===== src/rtl/sprite_pkg.sv =====
// Shared constants and state type for the sprite write-side loader.
package sprite_pkg;

   localparam logic [7:0] CMD_LOAD_PALETTE = 8'hA5;
   localparam logic [7:0] CMD_LOAD_IMAGE   = 8'h5A;

   localparam int PALETTE_DEPTH = 256;
   localparam int PALETTE_WIDTH = 12;

   typedef enum logic [2:0] {
      ST_IDLE,
      ST_PAL_HI,
      ST_PAL_LO,
      ST_IMG,
      ST_DONE
   } load_state_t;

   function automatic logic is_loading(input load_state_t s);
      return (s == ST_PAL_HI) || (s == ST_PAL_LO) || (s == ST_IMG);
   endfunction

endpackage


===== src/rtl/sprite_loader_if.sv =====
// Byte stream in, sprite/palette RAM write ports and status out.
// Stream handshake: a byte moves on a rising clock edge where byte_valid_in and
// byte_ready_out are both high; the host keeps byte_in stable while valid is high.
interface sprite_loader_if
   import sprite_pkg::*;
#(
   parameter int AW = 16
);
   logic [7:0]               byte_in;
   logic                     byte_valid_in;
   logic                     byte_ready_out;
   logic [AW-1:0]            image_addr_out;
   logic [7:0]               image_data_out;
   logic                     image_we_out;
   logic [7:0]               palette_addr_out;
   logic [PALETTE_WIDTH-1:0] palette_data_out;
   logic                     palette_we_out;
   logic                     busy_out;
   logic                     done_out;
   logic                     error_out;

   modport slave (
      input  byte_in, byte_valid_in,
      output byte_ready_out,
      output image_addr_out, image_data_out, image_we_out,
      output palette_addr_out, palette_data_out, palette_we_out,
      output busy_out, done_out, error_out
   );

   modport master (
      output byte_in, byte_valid_in,
      input  byte_ready_out,
      input  image_addr_out, image_data_out, image_we_out,
      input  palette_addr_out, palette_data_out, palette_we_out,
      input  busy_out, done_out, error_out
   );
endinterface


===== src/rtl/sprite_loader_timeout.sv =====
// Idle-cycle counter; expired is high on the cycle the TIMEOUT-th idle cycle ends.
module load_timeout #(
   parameter int TIMEOUT = 1048576
) (
   input  logic clk,
   input  logic rst_n,
   input  logic clear,
   input  logic enable,
   output logic expired
);
   localparam int CW = $clog2(TIMEOUT + 1);

   logic [CW-1:0] cnt;

   always_ff @(posedge clk) begin
      if (!rst_n || clear) begin
         cnt <= '0;
      end else if (enable) begin
         cnt <= cnt + 1'b1;
      end
   end

   // A clear on the same cycle always wins over expiry.
   assign expired = enable && !clear && (cnt == CW'(TIMEOUT - 1));
endmodule


===== src/rtl/sprite_loader.sv =====
// Byte-stream command decoder that fills the sprite image and palette RAMs
// through registered single-cycle write strobes.
module sprite_loader
   import sprite_pkg::*;
#(
   parameter int WIDTH   = 256,
   parameter int HEIGHT  = 256,
   parameter int TIMEOUT = 1048576
) (
   input  logic            pixel_clk_in,
   input  logic            rst_n_in,
   sprite_loader_if.slave  bus
);
   localparam int PIXELS = WIDTH * HEIGHT;
   localparam int AW     = $clog2(PIXELS);
   localparam int PAW    = $clog2(PALETTE_DEPTH);

   load_state_t state, state_nxt;

   logic                     ready, busy, done;
   logic                     xfer;
   logic                     to_expired;
   logic [PAW-1:0]           pal_cnt;
   logic [AW-1:0]            img_cnt;
   logic [3:0]               red;
   logic                     pal_last, img_last;
   logic [AW-1:0]            img_addr_q;
   logic [7:0]               img_data_q;
   logic                     img_we_q;
   logic [PAW-1:0]           pal_addr_q;
   logic [PALETTE_WIDTH-1:0] pal_data_q;
   logic                     pal_we_q;
   logic                     err_q;

   assign xfer     = bus.byte_valid_in && ready;
   assign pal_last = (pal_cnt == PAW'(PALETTE_DEPTH - 1));
   assign img_last = (img_cnt == AW'(PIXELS - 1));

   load_timeout #(.TIMEOUT(TIMEOUT)) u_timeout (
      .clk     (pixel_clk_in),
      .rst_n   (rst_n_in),
      .clear   (xfer || !busy),
      .enable  (busy),
      .expired (to_expired)
   );

   always_ff @(posedge pixel_clk_in) begin
      if (!rst_n_in) begin
         state <= ST_IDLE;
      end else begin
         state <= state_nxt;
      end
   end

   always_comb begin
      state_nxt = state;
      case (state)
         ST_IDLE: begin
            if (xfer && bus.byte_in == CMD_LOAD_PALETTE) state_nxt = ST_PAL_HI;
            else if (xfer && bus.byte_in == CMD_LOAD_IMAGE) state_nxt = ST_IMG;
         end
         ST_PAL_HI: begin
            if (xfer)            state_nxt = ST_PAL_LO;
            else if (to_expired) state_nxt = ST_IDLE;
         end
         ST_PAL_LO: begin
            if (xfer)            state_nxt = pal_last ? ST_DONE : ST_PAL_HI;
            else if (to_expired) state_nxt = ST_IDLE;
         end
         ST_IMG: begin
            if (xfer && img_last) state_nxt = ST_DONE;
            else if (to_expired)  state_nxt = ST_IDLE;
         end
         ST_DONE:  state_nxt = ST_IDLE;
         default:  state_nxt = ST_IDLE;
      endcase
   end

   always_comb begin
      ready = (state != ST_DONE);
      busy  = is_loading(state);
      done  = (state == ST_DONE);
   end

   // Image counter is the raster address y*WIDTH + x, bytes arriving row by row.
   always_ff @(posedge pixel_clk_in) begin
      if (!rst_n_in) begin
         pal_cnt    <= '0;
         img_cnt    <= '0;
         red        <= '0;
         img_addr_q <= '0;
         img_data_q <= '0;
         img_we_q   <= 1'b0;
         pal_addr_q <= '0;
         pal_data_q <= '0;
         pal_we_q   <= 1'b0;
         err_q      <= 1'b0;
      end else begin
         img_we_q <= 1'b0;
         pal_we_q <= 1'b0;
         err_q    <= to_expired;
         case (state)
            ST_IDLE: begin
               if (xfer) begin
                  if (bus.byte_in == CMD_LOAD_PALETTE)    pal_cnt <= '0;
                  else if (bus.byte_in == CMD_LOAD_IMAGE) img_cnt <= '0;
                  else                                    err_q   <= 1'b1;
               end
            end
            ST_PAL_HI: begin
               if (xfer) red <= bus.byte_in[3:0];
            end
            ST_PAL_LO: begin
               if (xfer) begin
                  pal_we_q   <= 1'b1;
                  pal_addr_q <= pal_cnt;
                  pal_data_q <= {red, bus.byte_in};
                  if (!pal_last) pal_cnt <= pal_cnt + 1'b1;
               end
            end
            ST_IMG: begin
               if (xfer) begin
                  img_we_q   <= 1'b1;
                  img_addr_q <= img_cnt;
                  img_data_q <= bus.byte_in;
                  if (!img_last) img_cnt <= img_cnt + 1'b1;
               end
            end
            default: ;
         endcase
      end
   end

   assign bus.byte_ready_out   = ready;
   assign bus.busy_out         = busy;
   assign bus.done_out         = done;
   assign bus.error_out        = err_q;
   assign bus.image_addr_out   = img_addr_q;
   assign bus.image_data_out   = img_data_q;
   assign bus.image_we_out     = img_we_q;
   assign bus.palette_addr_out = pal_addr_q;
   assign bus.palette_data_out = pal_data_q;
   assign bus.palette_we_out   = pal_we_q;
endmodule


===== src/flat_wrapper.sv =====
// flat-port wrapper written by rule: the top's interface ports become plain ports
module sprite_loader_flat import sprite_pkg::*;
#(
   parameter int WIDTH   = 256,
   parameter int HEIGHT  = 256,
   parameter int TIMEOUT = 1048576
)
  (pixel_clk_in, rst_n_in, bus_byte_in, bus_byte_valid_in, bus_byte_ready_out, bus_image_addr_out, bus_image_data_out, bus_image_we_out, bus_palette_addr_out, bus_palette_data_out, bus_palette_we_out, bus_busy_out, bus_done_out, bus_error_out);
  sprite_loader_if #(.AW((16))) bus_i ();
  input  logic pixel_clk_in;
  input  logic rst_n_in;
  input wire logic [$bits(bus_i.byte_in)-1:0] bus_byte_in;
  input wire logic [$bits(bus_i.byte_valid_in)-1:0] bus_byte_valid_in;
  output wire logic [$bits(bus_i.byte_ready_out)-1:0] bus_byte_ready_out;
  output wire logic [$bits(bus_i.image_addr_out)-1:0] bus_image_addr_out;
  output wire logic [$bits(bus_i.image_data_out)-1:0] bus_image_data_out;
  output wire logic [$bits(bus_i.image_we_out)-1:0] bus_image_we_out;
  output wire logic [$bits(bus_i.palette_addr_out)-1:0] bus_palette_addr_out;
  output wire logic [$bits(bus_i.palette_data_out)-1:0] bus_palette_data_out;
  output wire logic [$bits(bus_i.palette_we_out)-1:0] bus_palette_we_out;
  output wire logic [$bits(bus_i.busy_out)-1:0] bus_busy_out;
  output wire logic [$bits(bus_i.done_out)-1:0] bus_done_out;
  output wire logic [$bits(bus_i.error_out)-1:0] bus_error_out;
  assign bus_i.byte_in = bus_byte_in;
  assign bus_i.byte_valid_in = bus_byte_valid_in;
  assign bus_byte_ready_out = bus_i.byte_ready_out;
  assign bus_image_addr_out = bus_i.image_addr_out;
  assign bus_image_data_out = bus_i.image_data_out;
  assign bus_image_we_out = bus_i.image_we_out;
  assign bus_palette_addr_out = bus_i.palette_addr_out;
  assign bus_palette_data_out = bus_i.palette_data_out;
  assign bus_palette_we_out = bus_i.palette_we_out;
  assign bus_busy_out = bus_i.busy_out;
  assign bus_done_out = bus_i.done_out;
  assign bus_error_out = bus_i.error_out;
  sprite_loader #(.WIDTH(WIDTH), .HEIGHT(HEIGHT), .TIMEOUT(TIMEOUT)) u_core (.pixel_clk_in(pixel_clk_in), .rst_n_in(rst_n_in), .bus(bus_i));
endmodule

===== config.mk =====
export PLATFORM = sky130hd
export DESIGN_NAME = sprite_loader_flat
export DESIGN_NICKNAME = d
export VERILOG_FILES = /design/src/rtl/sprite_pkg.sv /design/src/rtl/sprite_loader_if.sv /design/src/rtl/sprite_loader_timeout.sv /design/src/rtl/sprite_loader.sv /design/src/flat_wrapper.sv
export SDC_FILE = /design/constraint.sdc
export NUM_CORES = 1
export LEC_CHECK = 0
export ABC_AREA = 1
export BUFFER_PORTS_ARGS = -buffer_cell sky130_fd_sc_hd__clkbuf_2
export CORE_MARGIN = 2
export CORE_UTILIZATION = 38
export DETAILED_ROUTE_END_ITERATION = 7
export GPL_ROUTABILITY_DRIVEN = 0
export PLACE_DENSITY_LB_ADDON = 0.1
export RECOVER_POWER = 100
export SYNTH_ARGS = -nofsm -noshare
export SYNTH_HDL_FRONTEND = slang
export SYNTH_HIERARCHICAL = 1
export SYNTH_SLANG_ARGS = --single-unit

===== constraint.sdc =====
create_clock -name pixel_clk_in -period 1.9 [get_ports pixel_clk_in]
set_clock_uncertainty 0.15 [all_clocks]
set_input_delay 0.38 -clock pixel_clk_in [delete_from_list [all_inputs] [get_ports pixel_clk_in]]
set_output_delay 0.38 -clock pixel_clk_in [all_outputs]
set_load 0.01 [all_outputs]

==> results of run 1 <==
critical path: stages, from the launching register on:
cell and delay (ns):
dfxtp_4 0.35, inv_4 0.08, nand2_4 0.05, buf_4 0.15, nor2_4 0.15, clkinv_4 0.07, clkbuf_2 0.13
state kept, by name, indices dropped and copies added, names as in the netlist:
| signal | cells |
|---|---|
| u_core/bus.image_addr_out | 16 |
| u_core/red | 4 |
| u_core/bus.image_data_out | 8 |
| u_core/bus.error_out | 1 |
| u_core/bus.palette_addr_out | 8 |
| u_core/bus.palette_we_out | 1 |
| u_core/pal_cnt | 8 |
| u_core/bus.image_we_out | 1 |
| u_core/u_timeout/cnt | 21 |
| u_core/state | 3 |
| u_core/bus.palette_data_out | 12 |
| u_core/img_cnt | 16 |
synth_stat cells, drive strengths merged, types with 2 or more instances:
cell    count
clkinv      3
nor2      132
o21ai      61
nand2     149
nor3b       2
nand3      34
ha          3
nand4      19
nor3        9
inv        59
clkbuf      9
dfxtp      99
xor2       12
and2        2
buf        12
o21bai      2
nand3b      2
a21oi      63
layer usage:
metal | vias up | share of wire [%]
li1 | 2402 | -
met1 | 2071 | 47
met2 | 105 | 45
met3 | 8 | 6.8
met4 | 0 | 0.72
met5 | - | 0
stage by stage:
stage | power [mW] | hold WS [ns]
finish | 4.45 | 0.154
global placement | 2.68 | 0.318
detailed placement | 2.69 | 0.321
floorplan | 2.51 | 0.302
global route | 4.65 | 0.170
CTS | 4.51 | 0.138
repair_timing:
action	in CTS	in global routing
buffers inserted	1	2
gates cloned	0	1
resized for setup	5	19
pin swaps	2	10
endpoints found under the setup margin	3	29
layout make-up:
| type | instances | area [um^2] | share of cell area, % |
|---|---|---|---|
| Clock buffer | 9 | 225 | 3.78 |
| Inverter | 62 | 246 | 4.14 |
| Multi-Input combinational cell | 495 | 2550 | 42.8 |
| Tap cell | 168 | 210 | 3.53 |
| Sequential cell | 99 | 2000 | 33.5 |
| Timing Repair Buffer | 112 | 657 | 11.0 |
| Clock inverter | 7 | 72.6 | 1.22 |
power by group:
part / internal (mW) / switching (mW)
clock network: 0.925 / 0.877
logic: 0.173 / 0.335
registers: 2.12 / 0.0235
worst paths after layout:
| check | start | endpoint | slack (ns) |
|---|---|---|---|
| min reg2reg | u_core/bus.palette_data_out[9] | u_core/bus.palette_data_out[9] | 0.33 |
| max | u_core/state[1] | bus_byte_ready_out | 0.04 |
| max reg2reg | u_core/u_timeout/cnt[0] | u_core/state[0] | 0.05 |
| min | bus_byte_in[7] | u_core/bus.image_data_out[7] | 0.15 |
cell families after synthesis:
| family | synth area share [%] |
|---|---|
| adders and majority gates | 0.786 |
| buffers and inverters | 7.28 |
| xor gates and xnor gates | 2.38 |
| and+or+nand+nor | 34.2 |
| AOI/OAI and AO/OA | 13.9 |
| DFF | 41.5 |
==> summary.txt, run 1 <==
Clocking
  • Post-CTS Hold Buffers: 0
  • Max clock buf depth: 2
  • Clock-pin slew on the worst setup and hold paths: 0.08 ns
  • CTS tree: done
  • Clk_lat worst skew: 0.35 ns
  • CTS root buffer: clkbuf_16
  • Sink Count: 99
  • H-Tree Depth: 3
  • CTS Buf Count: 9

Global routing
  • Met1 Usage GRT: 25.7%
  • Initial antenna violation count: 0
  • Total grt overflow: 0
  • Vias in the first global route: 4285
  • Most Used Layer, Global Route: met2
  • Largest net degree at the start of global routing: 29
  • First-pass GRT wire length: 20400 um
  • Total GRT Usage: 18.9%
  • Grt met2 use: 29.2%
  • Met3 GRT Util: 6.33%

Timing
  • RSZ-0062 raised after global routing: yes
  • Hold Fails Final Rpt: 0
  • Setup TNS Final: 0 ns
  • Final Cycle Share: 98.1%
  • Period minus WS final: 1.86 ns
  • Worst slew pin tran: 0.545 ns
  • Final Max Tran Viols: 0
  • Final WS setup: 0.0360 ns
  • F_max: 536 MHz
  • Final setup fails: 0
  • Slew HR: 63.6%

Final layout
  • Fillcell total: 1241
  • Non-filler cells, final: 952
  • Commonest non-fill, non-tap cell in the layout: nand2_1
  • Share of layout cells above drive strength 1: 19.1%
  • Final instance area: 5960 um^2
  • Commonest non-fill, non-tap cells in the layout: 138 x nand2_1, 114 x nor2_1, 92 x dfxtp_1, 62 x a21oi_1, 55 x o21ai_0
  • ANT cells: 0
  • Area Growth Syn to Fin: 24.7%
  • Final core occ: 49.0%
  • Nets: 793

Drt
  • DRC viols: 0
  • DR iter-0 viols: 275
  • Final WL: 12100 um
  • Via-per-instance ratio: 4.82
  • Initial DRT Pass Iterations: 4
  • Routed WL per cell: 12.7 um
  • Antenna violation net count after detailed routing: 0
  • Vias: 4586

Synth
  • Syn avg cell area: 7.07 um^2
  • Mapped cell area: 4780 um^2
  • Net Count, Synth: 690
  • EDFF count, synth: 0
  • Synth cell types: 41
  • Synth top area cells: dfxtp_1 41%, nand2_1 11%, nor2_1 9.4%
  • Syn Inst Count: 676
  • FFs w/ async S/R, synth: 0%
  • Synth Register Bits: 99
  • Synth area leader: dfxtp_1
  • Post-synth top area share: 41.5%
  • Most used DFF post-synth: dfxtp_1
  • Syn. warnings: 6
  • Seq/Total Area, Yosys: 41.5%

Pwr
  • Maximum vdd drop: 0.674 mV
  • Cell Pwr Density: 747 nW/um^2
  • Leak: 2.22 nW

Die
  • Die Width: 116 um
  • Die height: 116 um
  • Core area: 12200 um^2
  • Initial Util: 39.3%
  • Die ar.: 13500 um^2
  • Core Rows: 40
  • IO Count: 61

Critical path
  • R2R cell count: 10
  • Crit start category: flip-flop
  • Data required, critical path: 1.37 ns
  • Setup crit end kind: output port
  • Worst Path Max Fanout: 3
  • Crit Path Class: flip-flop to output port
  • Arrival @ worst endpoint: 1.33 ns

Place
  • Place WS: -0.0604 ns
  • Placed cell count: 932
  • Placed cell area: 5600 um^2
  • PortBufs: 60
  • DP Wirelength: 9060 um

Hold path
  • Hold/Removal Path Class: primary input to flip-flop
  • Worst hold stages: 3

Run status
  • Status: completed

Run
  • Max Cap Viol: 0
Power figures use the tool's default switching activity.
==> run 2, diff against run 1 <==
==> constraint.sdc (replaced) <==
create_clock -name pixel_clk_in -period 1.9 [get_ports pixel_clk_in]
set_clock_uncertainty 0.15 [all_clocks]
set_input_delay 0.095 -clock pixel_clk_in [delete_from_list [all_inputs] [get_ports pixel_clk_in]]
set_output_delay 0.095 -clock pixel_clk_in [all_outputs]
set_load 0.01 [all_outputs]
==> summary.txt, run 2 (synthesized netlist as in run 1, its figures left out) <==
Final layout
  • Nets: 816 (+2.9%)
  • Fillcell total: 1242 (+0.081%)
  • Commonest non-fill, non-tap cells in the layout: 136 x nand2_1, 116 x nor2_1, 95 x dfxtp_1, 61 x buf_4, 61 x a21oi_1
  • Final instance area: 6090 um^2 (+2.3%)
  • Share of layout cells above drive strength 1: 19.6% (+0.47 points)
  • Reg with most FFs: u_core/u_timeout/cnt
  • Final core occ: 50.1% (+1.1 points)
  • ANT cells: 0 (unchanged)
  • Commonest non-fill, non-tap cell in the layout: nand2_1
  • Largest register FFs: 21 (unchanged)
  • Area Growth Syn to Fin: 27.6%

Critical path
  • Critical-path top delay cell: dfxtp_1
  • Worst Path Max Fanout: 4 (+1)
  • RR Endpoint: u_core/state[1]
  • Worst R2R Setup Slack: 0.06 ns (about the same)
  • Most numerous cell on the critical path: nand2_1
  • Arrival @ worst endpoint: 1.90 ns (+0.57 ns)
  • Crit Path Class: flip-flop to flip-flop
  • Critical path buffer and inverter count: 0 (-4)
  • Critical-path cell list: ha_1, nand2_1, nor2_1, nand2_1, nor2_4, nand2_1, nand3_1, nand4_1, nand2_1, nor2_1
  • Slowest stage delay, CP: 0.34 ns (about the same)
  • Setup crit end kind: flip-flop
  • R2R cell count: 10 (unchanged)
  • Crit-path leading delay family: simple AND/OR/NAND/NOR gates
  • RR Startpoint: u_core/img_cnt[0]
  • Crit start category: flip-flop
  • Data required, critical path: 1.97 ns (+0.60 ns)

Place
  • PortBufs: 60 (unchanged)
  • Place WS: -0.0488 ns (+0.0116 ns)
  • Placed cell area: 5570 um^2 (-0.49%)
  • DP Wirelength: 9130 um (+0.78%)

Die
  • Initial Util: 39.3% (unchanged)
  • Core Rows: 40 (unchanged)
  • Die ar.: 13500 um^2 (unchanged)
  • Die height: 116 um (unchanged)
  • IO Count: 61 (unchanged)
  • Core area: 12200 um^2 (unchanged)
  • Die Width: 116 um (unchanged)

Timing
  • Final setup fails: 0 (unchanged)
  • Slew HR: 63.7% (+0.083 points)
  • Period minus WS final: 1.84 ns (-0.0285 ns)
  • Final Cycle Share: 96.6% (-1.5 points)
  • Worst slew pin tran: 0.544 ns (-0.00125 ns)
  • RSZ-0062 raised after global routing: yes
  • Final Max Tran Viols: 0 (unchanged)
  • Setup TNS Final: 0 ns (unchanged)
  • Hold Fails Final Rpt: 0 (unchanged)
  • F_max: 545 MHz (+1.6%)
  • Final WS setup: 0.0645 ns (+0.0285 ns)

Global routing
  • Total grt overflow: 0 (unchanged)
  • First-pass GRT wire length: 20800 um (+2.1%)
  • Total GRT Usage: 19.4% (+0.53 points)
  • Vias in the first global route: 4380 (+2.2%)
  • Largest net degree at the start of global routing: 48 (+66%)
  • Initial antenna violation count: 0 (unchanged)

Pwr
  • Leak: 2.31 nW (+3.8%)
  • Cell Pwr Density: 733 nW/um^2 (-1.8%)
  • Maximum vdd drop: 0.550 mV (-18%)
  • PnR Total Power: 4.47 mW (+0.40%)

Drt
  • Antenna violation net count after detailed routing: 0 (unchanged)
  • Routed WL per cell: 13.2 um (+3.3%)
  • Vias: 4775 (+4.1%)
  • DR iter-0 viols: 265 (-3.6%)
  • Initial DRT Pass Iterations: 5 (+1)
  • DRC viols: 0 (unchanged)
  • Final WL: 12800 um (+5.6%)
  • Via-per-instance ratio: 4.90 (+1.8%)

Clocking
  • CTS tree: done
  • Clk_lat worst skew: 0.35 ns (about the same)
  • Sink Count: 99 (unchanged)
  • Clock-pin slew on the worst setup and hold paths: 0.07 ns (about the same)
  • CTS Buf Count: 9 (unchanged)
  • Max clock buf depth: 2 (unchanged)
  • CTS root buffer: clkbuf_16
  • H-Tree Depth: 3 (unchanged)

Hold path
  • End point of the worst hold path: u_core/bus.error_out
  • Worst hold stages: 6 (+3)
  • Hold Crit Start: bus_byte_in[5]
  • Hold/Removal Path Class: primary input to flip-flop

Run status
  • Status: completed

Run
  • Max Cap Viol: 0 (unchanged)
-- run 2: metal layers --
metal / GRT usage [%] / part of all wire [%] / routed length (um)
met5: 0 / 0 / 0
met1: 25.5 / 47 / 5990
met3: 5.76 / 6.3 / 805
met4: 7.14 / 1.8 / 227
met2: 30.3 / 45 / 5790
-- run 2: tightest hold or removal path, cell delays in order --
cell and delay [ns]:
clkbuf_2 0.09, nand2_1 0.06, nor2_1 0.05, nand2_2 0.12, nand4_1 0.11, a21oi_1 0.13
-- run 2: what timing repair did --
action / in CTS / in global routing
gates cloned: 0 / 1
setup buffers: 13 / 5
hold endpoints to repair: 23 / 0
resized for setup: 7 / 17
endpoints found under the setup margin: 2 / 28
hold buffers: 10 / 0
pin swaps: 8 / 9
-- run 2: power breakdown --
group          total (mW)  internal, mW  switching [mW]  leakage [nW]
Sequential           2.14          2.12          0.0216         0.800
Clock                1.78         0.910           0.873         0.139
Combinational       0.546         0.199           0.347          1.37
-- run 2: worst max-delay path by stage --
stage                            startpoint              end  slack [ns]  cells after the start
floorplan                   u_core/state[0]  u_core/state[0]       -0.12                     14
global placement    u_core/u_timeout/cnt[0]  u_core/state[0]        0.02                     10
detailed placement  u_core/u_timeout/cnt[1]  u_core/state[0]       -0.05                     10
CTS                 u_core/u_timeout/cnt[1]  u_core/state[0]       0.001                     10
global route              u_core/img_cnt[0]  u_core/state[0]       -0.07                     10
finish                    u_core/img_cnt[0]  u_core/state[1]        0.06                     10
-- run 2: cell type report --
class                   count  area, um^2  share of cell area, %
clock buffers               9         225                   3.70
clock inverters             6        55.1                  0.903
inverters                  62         244                   4.00
multi-input cells         495        2530                   41.5
flip-flops and latches     99        1990                   32.7
well taps                 168         210                   3.45
repair buffers            135         838                   13.8
-- run 2: metrics by stage --
stage / cells / hold slack, ns
finish: 974 / 0.187
global route: 974 / 0.224
CTS: 968 / 0.187
detailed placement: 930 / 0.237
global placement: 930 / 0.241
floorplan: 676 / 0.0350
==> run 3, diff against run 2 <==
--- a/config.mk
+++ b/config.mk
@@ -9,11 +9,11 @@
 export BUFFER_PORTS_ARGS = -buffer_cell sky130_fd_sc_hd__clkbuf_2
 export CORE_MARGIN = 2
 export CORE_UTILIZATION = 38
+export CTS_BUF_LIST = sky130_fd_sc_hd__clkbuf_2 sky130_fd_sc_hd__clkbuf_4 sky130_fd_sc_hd__clkbuf_8
 export DETAILED_ROUTE_END_ITERATION = 7
 export GPL_ROUTABILITY_DRIVEN = 0
 export PLACE_DENSITY_LB_ADDON = 0.1
 export RECOVER_POWER = 100
 export SYNTH_ARGS = -nofsm -noshare
 export SYNTH_HDL_FRONTEND = slang
-export SYNTH_HIERARCHICAL = 1
 export SYNTH_SLANG_ARGS = --single-unit
==> summary.txt, run 3 <==
Critical path
  • RR Startpoint: u_core.state[2]
  • Setup crit end kind: flip-flop
  • Crit Path Class: primary input to flip-flop
  • Worst setup path startpoint: bus_byte_in[4]
  • Worst R2R Setup Slack: 0.14 ns (+0.08 ns)
  • Arrival @ worst endpoint: 1.87 ns (-0.03 ns)
  • Worst Path Max Fanout: 7 (+3)
  • Data required, critical path: 1.99 ns (+0.02 ns)
  • Crit start category: primary input

Clocking
  • CTS Buf Count: 9 (unchanged)
  • Sink Count: 99 (unchanged)
  • H-Tree Depth: 3 (unchanged)
  • Clk_lat worst skew: 0.37 ns (+0.02 ns)
  • CTS tree: done
  • CTS root buffer: clkbuf_8
  • Clock-pin slew on the worst setup and hold paths: 0.10 ns (+0.03 ns)
  • Max clock buf depth: 2 (unchanged)

Synth
  • Seq/Total Area, Yosys: 41.8% (+0.36 points)
  • Synth cell types: 34 (-17%)
  • Synth area leader: dfxtp_1
  • Most used DFF post-synth: dfxtp_1
  • Synth cell count leaders: 168 x nand2_1, 99 x dfxtp_1, 96 x nor2_1
  • Syn. warnings: 0 (-6)
  • Net Count, Synth: 699 (+1.3%)
  • Syn Inst Count: 685 (+1.3%)
  • FFs w/ async S/R, synth: 0% (unchanged)
  • EDFF count, synth: 0 (unchanged)
  • Post-synth top area share: 41.8% (+0.36 points)
  • Syn avg cell area: 6.91 um^2 (-2.2%)
  • Synth top area cells: dfxtp_1 42%, nand2_1 13%, a21oi_1 8.0%
  • Synth Register Bits: 99 (unchanged)
  • Mapped cell area: 4740 um^2 (-0.86%)
  • Count leader, synth: nand2_1

Global routing
  • Largest net degree at the start of global routing: 31 (-35%)
  • Vias in the first global route: 4170 (-4.8%)
  • Total GRT Usage: 17.9% (-1.5 points)
  • Initial antenna violation count: 0 (unchanged)
  • First-pass GRT wire length: 19400 um (-7.0%)
  • Total grt overflow: 0 (unchanged)

Die
  • Die Width: 116 um (-0.42%)
  • IO Count: 61 (unchanged)
  • Die ar.: 13400 um^2 (-0.83%)
  • Die height: 116 um (-0.42%)
  • Core area: 12100 um^2 (-0.41%)
  • Initial Util: 39.1% (-0.18 points)
  • Core Rows: 40 (unchanged)

Final layout
  • Share of layout cells above drive strength 1: 13.6% (-6.0 points)
  • ANT cells: 0 (unchanged)
  • Non-filler cells, final: 940 (-3.5%)
  • Final instance area: 5620 um^2 (-7.8%)
  • Commonest non-fill, non-tap cell in the layout: nand2_1
  • Commonest non-fill, non-tap cells in the layout: 166 x nand2_1, 94 x dfxtp_1, 92 x nor2_1, 76 x a21oi_1, 53 x inv_1
  • Largest register FFs: 21 (unchanged)
  • Fillcell total: 1314 (+5.8%)
  • Area Growth Syn to Fin: 18.7%
  • Register Area: 1990 um^2 (-0.19%)
  • Multi-input gate area: 2500 um^2 (-1.2%)
  • Reg with most FFs: u_core.u_timeout.cnt
  • Nets: 782 (-4.2%)

Timing
  • Hold Fails Final Rpt: 0 (unchanged)
  • Final setup fails: 0 (unchanged)
  • Final Max Tran Viols: 0 (unchanged)
  • F_max: 563 MHz (+3.4%)
  • Final Cycle Share: 93.4% (-3.2 points)
  • Slew HR: 70.1% (+6.4 points)
  • Period minus WS final: 1.78 ns (-0.0601 ns)
  • Worst slew pin tran: 0.448 ns (-0.0957 ns)

Drt
  • Antenna violation net count after detailed routing: 0 (unchanged)
  • Final WL: 11700 um (-8.4%)
  • Via-per-instance ratio: 4.77 (-2.6%)
  • DRC viols: 0 (unchanged)
  • Routed WL per cell: 12.5 um (-5.0%)
  • DR iter-0 viols: 235 (-11%)
  • Initial DRT Pass Iterations: 4 (-1)
  • Vias: 4487 (-6.0%)

Hold path
  • Hold Crit Start: rst_n_in
  • Hold/Removal Path Class: primary input to flip-flop

Pwr
  • Leak: 2.06 nW (-11%)
  • Maximum vdd drop: 0.397 mV (-28%)
  • Cell Pwr Density: 854 nW/um^2 (+17%)

Run
  • Max Cap Viol: 0 (unchanged)

Place
  • Placed cell area: 5290 um^2 (-5.1%)
  • DP Wirelength: 8280 um (-9.3%)
  • PortBufs: 60 (unchanged)
  • Placed cell count: 910 (-2.2%)

Run status
  • Status: completed
run 3: cell types whose count changed after synthesis, moves of 3 or more:
| cell | before | now |
|---|---|---|
| a21oi_1 | 62 | 76 |
| buf_2 | 4 | 7 |
| nand2_1 | 138 | 168 |
| nand3_1 | 31 | 54 |
| nand4_1 | 18 | 14 |
| nor2_1 | 120 | 96 |
| nor2_4 | 8 | 5 |
| o21ai_0 | 56 | 32 |
| xnor2_1 | 1 | 6 |
run 3: per-layer routing:
metal	track usage (%)	part of all wire, %	vias up
li1	-	-	2375
met1	24.0	50	2019
met2	29.1	45	79
met3	2.82	3.7	14
met4	7.30	1.7	0
met5	0	0	-
run 3: layout make-up:
type	count	area share (%)
inverters	59	3.99
clock inverters	4	0.468
clock buffers	11	2.69
repair buffers	95	9.26
flip-flops and latches	99	35.4
multi-input cells	504	44.5
well taps	168	3.74
run 3: kinds of logic (layout without fill, tap and decap cells):
logic type	after synthesis	after routing	synth area share (%)
compound gates	111	111	11.9
xor+xnor	16	16	2.96
fa+ha+maj	3	3	0.793
buf+inv	84	169	7.37
flops	99	99	41.8
simple gates	372	374	35.2
run 3: stage by stage:
step                util [%]  setup slack, ns  power [mW]  TNS (ns)  hold WS, ns
floorplan                  -            0.232        3.08         0       0.0842
global placement        43.6            0.131        3.44         0        0.237
detailed placement      43.6           0.0385        3.45         0        0.236
CTS                     45.9           0.0244        4.73         0       0.0433
global route            46.4         -0.00226        5.10  -0.00265       0.0743
finish                  46.4            0.125        4.80         0       0.0460
run 3: path summary, 6_finish.rpt:
path | end | cells after the start
max | u_core.img_cnt[4] | 11
min | u_core.img_cnt[0] | 4
max reg2reg | u_core.img_cnt[4] | 8
min reg2reg | u_core.bus.image_addr_out[6] | 2
run 3: where the power goes:
group,internal (mW),switching [mW],total [mW],leakage [nW]
Clock,0.539,0.727,1.27,0.0912
Combinational,0.425,0.830,1.26,1.16
Sequential,2.20,0.0835,2.28,0.801
Total,3.16,1.64,4.80,2.06
run 3: worst max-delay path: stages:
cell	delay (ns)
dlygate4sd3_1	0.54
clkbuf_2	0.14
inv_1	0.06
nand2_1	0.06
nor2_1	0.04
nand2_1	0.15
nand2_1	0.12
nand2_2	0.17
nand4_2	0.28
nand2_1	0.14
a21oi_1	0.07
run 3: timing repair:
item | in CTS | in global routing
gates resized for setup | 0 | 25
setup endpoints to repair | 0 | 30
hold endpoints to repair | 21 | 0
hold buffers | 9 | 0
setup buffers | 0 | 4
